**src/rtl/fetch_sequencer_if.sv**
```systemverilog
// fetch_sequencer_if
// Bundles the instruction-memory port and the instruction issue handshake.
// master: the sequencer (drives address, write strobe/data and the issued instruction).
// slave : the memory/datapath side (returns read data and the accept signal).
interface fetch_sequencer_if;
    logic [2:0]  im_add;
    logic        im_wr_en;
    logic [11:0] im_wr_data;
    logic [11:0] im_rd;
    logic [11:0] instr;
    logic        instr_valid;
    logic        instr_ready;

    modport master (
        output im_add,
        output im_wr_en,
        output im_wr_data,
        output instr,
        output instr_valid,
        input  im_rd,
        input  instr_ready
    );

    modport slave (
        input  im_add,
        input  im_wr_en,
        input  im_wr_data,
        input  instr,
        input  instr_valid,
        output im_rd,
        output instr_ready
    );
endinterface

```
**src/rtl/fetch_sequencer.sv**
```systemverilog
// fetch_sequencer
// Loads up to eight 12-bit words into a small instruction memory from the
// switches, then fetches them back one at a time and issues them to the
// datapath, either continuously (run) or one instruction per step press.
// An instruction whose top three bits are 000 is a HALT and ends a run.
//
// Optional feature macro: FETCH_LOOP_EN
//   defined   : a run that accepts the instruction at pc=7 wraps to pc=0 and
//               keeps fetching.
//   undefined : a run that accepts the instruction at pc=7 stops in DONE
//               with pc=0. Step mode always wraps 7 -> 0.
//
// Issue handshake: instr_valid is high for the whole ISSUE state and instr is
// held constant while it is high; a transfer happens on a rising CLK edge
// where instr_valid and instr_ready are both 1 (and halt_btn/reset are not
// asserted). instr_valid drops on that same edge. instr_ready may be high at
// any time without effect when instr_valid is low.
//
// Memory timing: im_add is combinational from registered state, the memory
// returns im_rd one cycle later, so FETCH presents the address and CAPTURE
// samples the data.
module fetch_sequencer (
    input  logic              CLK,
    input  logic              reset,
    input  logic [11:0]       switchesData,
    input  logic              load_btn,
    input  logic              run_btn,
    input  logic              step_btn,
    input  logic              halt_btn,
    fetch_sequencer_if.master bus,
    output logic [2:0]        pc,
    output logic [3:0]        load_count,
    output logic              done,
    output logic [2:0]        state
);

    typedef enum logic [2:0] {
        IDLE    = 3'd0,
        FETCH   = 3'd1,
        CAPTURE = 3'd2,
        ISSUE   = 3'd3,
        DONE    = 3'd4
    } state_t;

    state_t      state_q, state_d;
    logic [2:0]  pc_q, pc_d;
    logic [3:0]  load_count_q, load_count_d;
    logic        run_mode_q, run_mode_d;   // 1: run, 0: single step
    logic        wr_en_q, wr_en_d;
    logic [2:0]  wr_addr_q, wr_addr_d;
    logic [11:0] wr_data_q, wr_data_d;
    logic [11:0] instr_q, instr_d;

    // State and datapath registers; reset overrides every other input.
    always_ff @(posedge CLK) begin
        if (reset) begin
            state_q      <= IDLE;
            pc_q         <= 3'd0;
            load_count_q <= 4'd0;
            run_mode_q   <= 1'b0;
            wr_en_q      <= 1'b0;
            wr_addr_q    <= 3'd0;
            wr_data_q    <= 12'd0;
            instr_q      <= 12'd0;
        end else begin
            state_q      <= state_d;
            pc_q         <= pc_d;
            load_count_q <= load_count_d;
            run_mode_q   <= run_mode_d;
            wr_en_q      <= wr_en_d;
            wr_addr_q    <= wr_addr_d;
            wr_data_q    <= wr_data_d;
            instr_q      <= instr_d;
        end
    end

    // Next-state and next-value decode for every register.
    always_comb begin
        state_d      = state_q;
        pc_d         = pc_q;
        load_count_d = load_count_q;
        run_mode_d   = run_mode_q;
        wr_en_d      = 1'b0;            // the write strobe only ever lasts one cycle
        wr_addr_d    = wr_addr_q;
        wr_data_d    = wr_data_q;
        instr_d      = instr_q;

        case (state_q)
            IDLE: begin
                // run beats step beats load; losers of the same cycle are dropped
                if (run_btn) begin
                    pc_d         = 3'd0;
                    load_count_d = 4'd0;
                    run_mode_d   = 1'b1;
                    state_d      = FETCH;
                end else if (step_btn) begin
                    run_mode_d   = 1'b0;
                    state_d      = FETCH;
                end else if (load_btn && !load_count_q[3]) begin
                    // load_count[3] set means all eight words are filled
                    wr_en_d      = 1'b1;
                    wr_addr_d    = load_count_q[2:0];
                    wr_data_d    = switchesData;
                    load_count_d = load_count_q + 4'd1;
                end
            end

            FETCH: begin
                if (halt_btn) begin
                    state_d = IDLE;
                end else begin
                    state_d = CAPTURE;
                end
            end

            CAPTURE: begin
                if (halt_btn) begin
                    state_d = IDLE;
                end else begin
                    instr_d = bus.im_rd;
                    if (bus.im_rd[11:9] == 3'b000) begin
                        state_d = DONE;     // HALT word is never issued
                    end else begin
                        state_d = ISSUE;
                    end
                end
            end

            ISSUE: begin
                // halt wins over a same-cycle accept: nothing is transferred
                if (halt_btn) begin
                    state_d = IDLE;
                end else if (bus.instr_ready) begin
                    pc_d = pc_q + 3'd1;     // 3-bit pc wraps 7 -> 0 on its own
                    if (!run_mode_q) begin
                        state_d = IDLE;
                    end else if (pc_q == 3'd7) begin
`ifdef FETCH_LOOP_EN
                        state_d = FETCH;
`else
                        state_d = DONE;
`endif
                    end else begin
                        state_d = FETCH;
                    end
                end
            end

            DONE: begin
                if (run_btn) begin
                    pc_d       = 3'd0;
                    run_mode_d = 1'b1;
                    state_d    = FETCH;
                end else if (halt_btn) begin
                    state_d = IDLE;
                end
            end

            default: begin
                // unused encodings recover to IDLE
                state_d = IDLE;
            end
        endcase
    end

    // The single address bus serves the fetch read and the load write.
    assign bus.im_add      = (state_q == FETCH) ? pc_q :
                             (wr_en_q ? wr_addr_q : 3'd0);
    assign bus.im_wr_en    = wr_en_q;
    assign bus.im_wr_data  = wr_data_q;
    assign bus.instr       = instr_q;
    assign bus.instr_valid = (state_q == ISSUE);

    assign pc         = pc_q;
    assign load_count = load_count_q;
    assign done       = (state_q == DONE);
    assign state      = state_q;

endmodule
```
**src/flat_wrapper.sv**
```systemverilog
// flat-port wrapper written by rule: the top's interface ports become plain ports
module fetch_sequencer_flat 
  (CLK, reset, switchesData, load_btn, run_btn, step_btn, halt_btn, pc, load_count, done, state, bus_im_add, bus_im_wr_en, bus_im_wr_data, bus_instr, bus_instr_valid, bus_im_rd, bus_instr_ready);
  fetch_sequencer_if bus_i ();
  input  logic CLK;
  input  logic reset;
  input  logic [11:0] switchesData;
  input  logic load_btn;
  input  logic run_btn;
  input  logic step_btn;
  input  logic halt_btn;
  output logic [2:0] pc;
  output logic [3:0] load_count;
  output logic done;
  output logic [2:0] state;
  output wire logic [$bits(bus_i.im_add)-1:0] bus_im_add;
  output wire logic [$bits(bus_i.im_wr_en)-1:0] bus_im_wr_en;
  output wire logic [$bits(bus_i.im_wr_data)-1:0] bus_im_wr_data;
  output wire logic [$bits(bus_i.instr)-1:0] bus_instr;
  output wire logic [$bits(bus_i.instr_valid)-1:0] bus_instr_valid;
  input wire logic [$bits(bus_i.im_rd)-1:0] bus_im_rd;
  input wire logic [$bits(bus_i.instr_ready)-1:0] bus_instr_ready;
  assign bus_im_add = bus_i.im_add;
  assign bus_im_wr_en = bus_i.im_wr_en;
  assign bus_im_wr_data = bus_i.im_wr_data;
  assign bus_instr = bus_i.instr;
  assign bus_instr_valid = bus_i.instr_valid;
  assign bus_i.im_rd = bus_im_rd;
  assign bus_i.instr_ready = bus_instr_ready;
  fetch_sequencer u_core (.CLK(CLK), .reset(reset), .switchesData(switchesData), .load_btn(load_btn), .run_btn(run_btn), .step_btn(step_btn), .halt_btn(halt_btn), .bus(bus_i), .pc(pc), .load_count(load_count), .done(done), .state(state));
endmodule
```
**config.mk**
```make
export PLATFORM = sky130hd
export DESIGN_NAME = fetch_sequencer_flat
export DESIGN_NICKNAME = d
export VERILOG_FILES = /design/src/rtl/fetch_sequencer_if.sv /design/src/rtl/fetch_sequencer.sv /design/src/flat_wrapper.sv
export SDC_FILE = /design/constraint.sdc
export NUM_CORES = 1
export LEC_CHECK = 0
export ABC_AREA = 1
export ABC_CLOCK_PERIOD_IN_PS = 2500
export BUFFER_PORTS_ARGS = -buffer_cell sky130_fd_sc_hd__buf_2
export CORE_MARGIN = 1
export CORE_UTILIZATION = 28
export DETAILED_ROUTE_END_ITERATION = 8
export GPL_ROUTABILITY_DRIVEN = 0
export GPL_TIMING_DRIVEN = 0
export HOLD_SLACK_MARGIN = 0.15
export PLACE_DENSITY = 0.61
export SLEW_MARGIN = 25
export SYNTH_ARGS = -nofsm -noshare
export SYNTH_HDL_FRONTEND = slang
export SYNTH_SLANG_ARGS = --single-unit
```
**constraint.sdc**
```tcl
create_clock -name CLK -period 2.5 [get_ports CLK]
set_input_delay 0.125 -clock CLK [delete_from_list [all_inputs] [get_ports CLK]]
set_output_delay 0.125 -clock CLK [all_outputs]
set_load 0.005 [all_outputs]
```
==> qor.csv, run 1 <==
stage,metric,value,unit
run_status,status,finished clean,
cells_and_area,Non-Filler Instances,406,
floorplanning,Core Region,5920,sq um
grt,GRT Total Usage,15.1,%
placed_design,Placed Area,2160,sq um
critical_path,crit end category,primary output,
pwr,static leakage,1.22,nW
grt,gr ovfl total,0,
critical_path,crit path DAT,1.42,ns
run,Max Cap Violations,0,
synthesis,most common flop cell mapped by yosys,dfxtp_1,
clock_tree,CTS tree,done,
synthesis,Syn. warnings,0,
cells_and_area,fraction of final layout cells sized beyond drive strength 1,28.7,%
sta,Final Max Tran Viols,0,
route,Met1 Wirelength,2090,um
route,# DRC,0,
synthesis,Synth Area per Inst,7.52,sq um
placed_design,IO buf count,70,
clock_tree,Inserted Clock Buffers,5,
critical_path,Worst R2R Setup Slack,1.14,ns
grt,vias in the first global route,1694,
min_path,Worst Hold Class,in -> reg,
synthesis,cell with the most instances after synthesis,dfxtp_1,
clock_tree,worst-skew pair later-pin latency,0.29,ns
route,Via-to-Cell Ratio,4.57,
route,DR WL met2,2230,um
sta,relative slew slack,67.3,%
grt,pin count of the biggest net entering global routing,14,
clock_tree,root buf cell,clkbuf_8,
route,WL final,4650,um
placed_design,HPWL Detailed,3270,um
floorplanning,die width,80.2,um
floorplanning,Initial Utilization,29.0,%
grt,global-route wire length before repair,7510,um
sta,RSZ-0062 raised after global routing,no,
route,Via Count,1855,
cells_and_area,fin nets,364,
sta,f_max,647,MHz
pwr,overall power,1.39,mW
synthesis,number of synthesized register bits,39,
cells_and_area,final instance area,2520,sq um
synthesis,Yosys top cell area share,45.5,%
sta,final worst path period need,1.55,ns
synthesis,synth top area cells,"dfxtp_1, nand3_1, nand2_1, a21oi_1, nor2_1",
cells_and_area,diode count,0,
critical_path,Crit path required time,2.38,ns
synthesis,cell taking the most area after synthesis,dfxtp_1,
sta,Setup Viol. Count Final,0,
synthesis,"EDFF count, synth",0,
synthesis,sequential fraction of the synthesis area,45.5,%
pwr,Power Density,552,nW/um^2
route,DRT iter0 DRCs,99,
synthesis,"Async S/R FF share, synth",0,%
clock_tree,Clock transition at path regs,0.09,ns
placed_design,total placed cells including tap cells,373,
grt,initial antenna violation count,0,
sta,Tightest Pin Transition,0.490,ns
clock_tree,clk sink count,39,
route,first-pass detailed-route iteration total,4,
route,WL/cell,11.5,um
pwr,VDD IR-drop max,240,uV
floorplanning,I/O Pins,71,
sta,Total Neg Setup Slack,0,ns
synthesis,Commonest cells post-synth,"dfxtp_1, nand2_1, nand3_1",
sta,clock skew,0.00924,ns
critical_path,Setup CP Type,reg -> out,
sta,hold violation count in the final report,0,
sta,Hold WS,0.205,ns
synthesis,Synth cell types,20,
clock_tree,clock tree buffer depth,2,
route,metal3 WL,235,um
synthesis,synthesized net count,262,
synthesis,Synth Cell Area,1710,sq um
floorplanning,Die H,80.2,um
clock_tree,H-tree depth,2,
critical_path,startpoint types,flop,
clock_tree,Post-CTS Setup Bufs,0,
synthesis,cell count after synthesis,228,
route,ANT nets after route,0,
route,top routing layer used,met4,
sta,final period utilization,61.9,%
floorplanning,# rows,28,
critical_path,crit-path max FO,7,
floorplanning,die area,6440,sq um
cells_and_area,synth-to-layout area growth,47.1,%
-- stage by stage --
step	utilization, %	setup slack, ns
floorplan	-	1.30
global placement	36.5	1.17
global route	42.6	0.823
CTS	42.6	0.936
finish	42.6	0.953
detailed placement	36.5	1.16
-- logic make-up after synthesis --
group / count (synthesis) / synth area share, %
buf+inv: 28 / 7.15
flops: 39 / 45.5
fa+ha+maj: 3 / 2.19
compound gates: 47 / 13.7
xor+xnor: 1 / 0.511
simple gates: 110 / 30.9
-- final cells by class --
| cell class | count | area, sq um |
|---|---|---|
| sequential | 39 | 781 |
| clock buffer | 5 | 68.8 |
| tap | 75 | 93.8 |
| fill | 592 | 3400 |
| clock inverter | 3 | 43.8 |
| inverter | 21 | 78.8 |
| timing repair buffer | 95 | 601 |
| buffer | 7 | 43.8 |
| multi-input combinational | 161 | 811 |
-- routing by layer --
metal | up-vias | GRT usage [%]
met5 | - | 0
met4 | 0 | 6.96
met3 | 9 | 4.43
met2 | 43 | 24.7
met1 | 850 | 18.0
li1 | 953 | -
-- cell usage in the layout (no fill, tap or decap) --
cell	n
buf_2	72
dfxtp_1	39
nand2_1	38
nand3_1	33
nor2_1	28
a21oi_1	26
dlygate4sd3_1	25
o21ai_0	21
inv_1	18
clkbuf_8	5
nor2_4	4
inv_2	3
clkbuf_1	3
ha_1	3
nand2_4	2
buf_6	2
xor2_1	1
nand2_2	1
nor2_8	1
nor2_2	1
nor4_1	1
nand3_2	1
bufinv_16	1
clkinv_4	1
clkinv_2	1
-- repair_timing --
action | CTS | global route
endpoints found under the hold margin | 27 | 0
hold buffers | 25 | 0
gates resized for setup | 0 | 0
-- critical path, stage by stage, from the launching register on --
cell	delay, ns
dfxtp_1	0.48
inv_2	0.11
nand3_1	0.21
nand3_1	0.10
o21ai_0	0.08
buf_2	0.14
-- flip-flops by register name, indices dropped and copies added (netlist names) --
signal and count:
u_core.bus.im_wr_data 12, u_core.bus.im_wr_en 1, u_core.bus.instr 12, u_core.load_count 4, u_core.pc 3, u_core.run_mode_q 1, u_core.state 3, u_core.wr_addr_q 3
-- path summary, 6_finish.rpt --
kind / cells past startpoint / end / startpoint
setup / recovery: 5 / bus_im_add[1] / u_core.state[2]
hold / removal: 3 / u_core.run_mode_q / run_btn
setup reg to reg: 7 / u_core.bus.im_wr_data[2] / u_core.state[1]
hold reg to reg: 2 / u_core.bus.im_wr_data[10] / u_core.bus.im_wr_data[10]
-- power by group --
group	internal [mW]	switching, mW	leakage, nW
clock network	0.297	0.236	0.0581
registers	0.642	0.0160	0.316
logic	0.0914	0.108	0.846
Note: power is estimated with default switching activity, not from simulation.
==> run 2: changes to the inputs <==
--- a/config.mk
+++ b/config.mk
@@ -5,8 +5,8 @@
 export SDC_FILE = /design/constraint.sdc
 export NUM_CORES = 1
 export LEC_CHECK = 0
-export ABC_AREA = 1
-export ABC_CLOCK_PERIOD_IN_PS = 2500
+export ABC_AREA = 0
+export ABC_CLOCK_PERIOD_IN_PS = 1200
 export BUFFER_PORTS_ARGS = -buffer_cell sky130_fd_sc_hd__buf_2
 export CORE_MARGIN = 1
 export CORE_UTILIZATION = 28
@@ -14,7 +14,7 @@
 export GPL_ROUTABILITY_DRIVEN = 0
 export GPL_TIMING_DRIVEN = 0
 export HOLD_SLACK_MARGIN = 0.15
-export PLACE_DENSITY = 0.61
+export PLACE_DENSITY = 0.64
 export SLEW_MARGIN = 25
 export SYNTH_ARGS = -nofsm -noshare
 export SYNTH_HDL_FRONTEND = slang
==> constraint.sdc (replaced) <==
create_clock -name CLK -period 1.2 [get_ports CLK]
set_input_delay 0.06 -clock CLK [delete_from_list [all_inputs] [get_ports CLK]]
set_output_delay 0.06 -clock CLK [all_outputs]
set_load 0.005 [all_outputs]
==> qor.csv, run 2 <==
stage,metric,value,unit
run_status,status,"finished, violations left",
run_status,failing checks,negative setup slack,
pwr,Net Sw Frac,24.7,%
pwr,static leakage,1.32,nW
critical_path,Buf/Inv on CP,4,
synthesis,Synth Cell Area,1660,sq um
synthesis,Synth Area per Inst,8.77,sq um
floorplanning,I/O Pins,71,
critical_path,worst-path cell chain,buf_6 > buf_6 > buf_6 > and2_4 > o21ai_1 > buf_2,
clock_tree,Inserted Clock Buffers,5,
critical_path,CP peak stage delay,0.34,ns
synthesis,sequential fraction of the synthesis area,47.1,%
sta,Total Neg Setup Slack,-9.58,ns
synthesis,most common flop cell mapped by yosys,dfxtp_1,
sta,f_max,656,MHz
placed_design,IO buf count,69,
synthesis,"Async S/R FF share, synth",0,%
cells_and_area,diode count,0,
grt,gr ovfl total,0,
cells_and_area,"most common cell after layout, fill and taps aside",buf_2,
cells_and_area,fill cell count,513,
critical_path,crit path DAT,1.46,ns
grt,pin count of the biggest net entering global routing,13,
pwr,switching power total,0.793,mW
synthesis,Yosys top cell area share,47.1,%
grt,vias in the first global route,1787,
synthesis,"EDFF count, synth",0,
clock_tree,Clock transition at path regs,0.08,ns
grt,GRT Total Usage,16.6,%
route,first-pass detailed-route iteration total,4,
synthesis,number of synthesized register bits,39,
critical_path,crit end category,primary output,
synthesis,cell count after synthesis,189,
route,ANT nets after route,0,
cells_and_area,most frequent cells in the layout,"buf_2, dfxtp_1, dlygate4sd3_1, nor2_1, nand2_1",
clock_tree,worst-skew pair later-pin latency,0.29,ns
grt,met3 Usage GRT,4.25,%
sta,hold violation count in the final report,0,
cells_and_area,synth-to-layout area growth,84.8,%
floorplanning,die area,6230,sq um
cells_and_area,final instance area,3060,sq um
synthesis,cell with the most instances after synthesis,dfxtp_1,
sta,Hold WS,0.185,ns
pwr,Power Density,1050,nW/um^2
route,WL/cell,13.5,um
pwr,combinational share of power,22.1,%
synthesis,synthesized net count,223,
route,DRT iter0 DRCs,53,
critical_path,crit-path most repeated cell,buf_6,
sta,Final Max Tran Viols,0,
sta,final setup margin,-0.323,ns
critical_path,"delay-heaviest family, CP",buffers and inverters,
floorplanning,Core Region,5610,sq um
critical_path,Setup CP Type,reg -> out,
route,WL final,5280,um
grt,global-route wire length before repair,8100,um
cells_and_area,Non-Filler Instances,392,
placed_design,total placed cells including tap cells,330,
sta,clock skew,0.0126,ns
cells_and_area,fraction of final layout cells sized beyond drive strength 1,53.8,%
placed_design,dpl ws,-0.398,ns
floorplanning,Initial Utilization,29.6,%
critical_path,startpoint types,flop,
pwr,clock power share,35.1,%
sta,final worst path period need,1.52,ns
floorplanning,die width,78.9,um
floorplanning,Die H,78.9,um
critical_path,CP max-delay cell,dfxtp_2,
floorplanning,# rows,27,
sta,RSZ-0062 raised after global routing,yes,
pwr,P_int,2.42,mW
grt,global routing's busiest layer,met2,
cells_and_area,final core occ,54.6,%
grt,met1 Track Usage GR,19.2,%
sta,Setup Viol. Count Final,44,
sta,relative slew slack,51.8,%
route,# DRC,0,
pwr,overall power,3.21,mW
grt,met2 Track Usage GR,30.3,%
critical_path,crit-path max FO,7,
grt,initial antenna violation count,0,
pwr,VDD IR-drop max,811,uV
synthesis,Syn. warnings,0,
sta,Tightest Pin Transition,0.722,ns
sta,final period utilization,127,%
placed_design,HPWL Detailed,2950,um
clock_tree,clk sink count,39,
route,Via Count,1833,
cells_and_area,fin nets,353,
route,Via-to-Cell Ratio,4.68,
clock_tree,H-tree depth,2,
synthesis,Synth cell types,37,
clock_tree,clock tree buffer depth,2,
synthesis,cell taking the most area after synthesis,dfxtp_1,
placed_design,Placed Area,2160,sq um
clock_tree,CTS tree,done,
synthesis,Commonest cells post-synth,"dfxtp_1, nand2_1, nor2_1",
run,Max Cap Violations,0,
clock_tree,root buf cell,clkbuf_8,
pwr,Flop pwr share,42.8,%
critical_path,Crit path required time,1.14,ns
synthesis,synth top area cells,"dfxtp_1, mux2i_1, nand2_1, a21oi_1, nor2_1",
min_path,Worst Hold Class,in -> reg,
==> run 2: cell types whose count changed after synthesis, moves of 3 or more <==
cell and delta:
clkbuf_1 +4, nor2_4 -4, inv_2 -3, and2_1 +3
nor3_1 +4, o21ai_0 -17, nand2_1 -3, nor2_1 -7
a21oi_1 -9, mux2i_1 +16, nand2b_1 +3, nand3_1 -28
inv_1 -16
==> run 2: logic make-up (layout without fill, tap and decap cells) <==
family                     count (synthesis)  in the layout  share of synthesized area (%)
and+or+nand+nor                           83             83                           23.8
DFF                                       39             39                           47.1
AOI/OAI and AO/OA                         32             32                           11.8
muxes                                     17             17                           10.3
buffers and inverters                     14            145                           4.23
adders and majority gates                  3              3                           2.26
xor gates and xnor gates                   1              1                          0.528
==> run 2: worst paths after layout <==
path,depth (start not counted),start,end,slack (ns)
hold reg to reg,2,u_core.bus.instr[6],u_core.bus.instr[6],0.47
setup reg to reg,4,u_core.state[0],u_core.state[2],-0.32
setup / recovery,6,u_core.state[0],bus_im_add[2],-0.32
hold / removal,3,halt_btn,u_core.state[1],0.19
==> run 2: layout make-up <==
cell class                      instances  area (sq um)  share of cell area [%]
Multi-Input combinational cell        136          1040                    33.8
Timing Repair Buffer                  126           937                    30.6
Sequential cell                        39           790                    25.8
Tap cell                               72          90.1                    2.94
Clock buffer                            6          82.6                    2.70
Buffer                                  9          82.6                    2.70
Clock inverter                          2          35.0                    1.14
Inverter                                2          10.0                   0.327
==> run 2: power groups by stage <==
stage / registers, mW / logic [mW] / clock network (mW)
floorplan: 1.40 / 0.225 / 0
global placement: 1.39 / 0.370 / 0
detailed placement: 1.40 / 0.374 / 0
CTS: 1.37 / 0.600 / 1.17
global route: 1.38 / 0.765 / 1.21
finish: 1.37 / 0.711 / 1.13
==> run 2: worst reg2reg max path, delay by kind of cell, from the launching register on <==
| kind | cells | cell delay, ns |
|---|---|---|
| AND/OR/NAND/NOR | 2 | 0.62 |
| flip-flops | 1 | 0.34 |
| AO/OA/AOI/OAI | 1 | 0.33 |
| buffers and inverters | 1 | 0.14 |
==> run 2: repair_timing <==
item | CTS | global route
cloned | 2 | 0
hold endpoints to repair | 28 | 0
pin swaps | 42 | 18
buffers inserted | 20 | 10
hold buffers | 26 | 0
resized for setup | 62 | 27
setup endpoints to repair | 40 | 44
==> run 2: layer usage <==
metal | wire [um] | share of wire [%]
met5 | 0 | 0
met1 | 2230 | 42
met4 | 31 | 0.59
met2 | 2750 | 52
met3 | 267 | 5.1
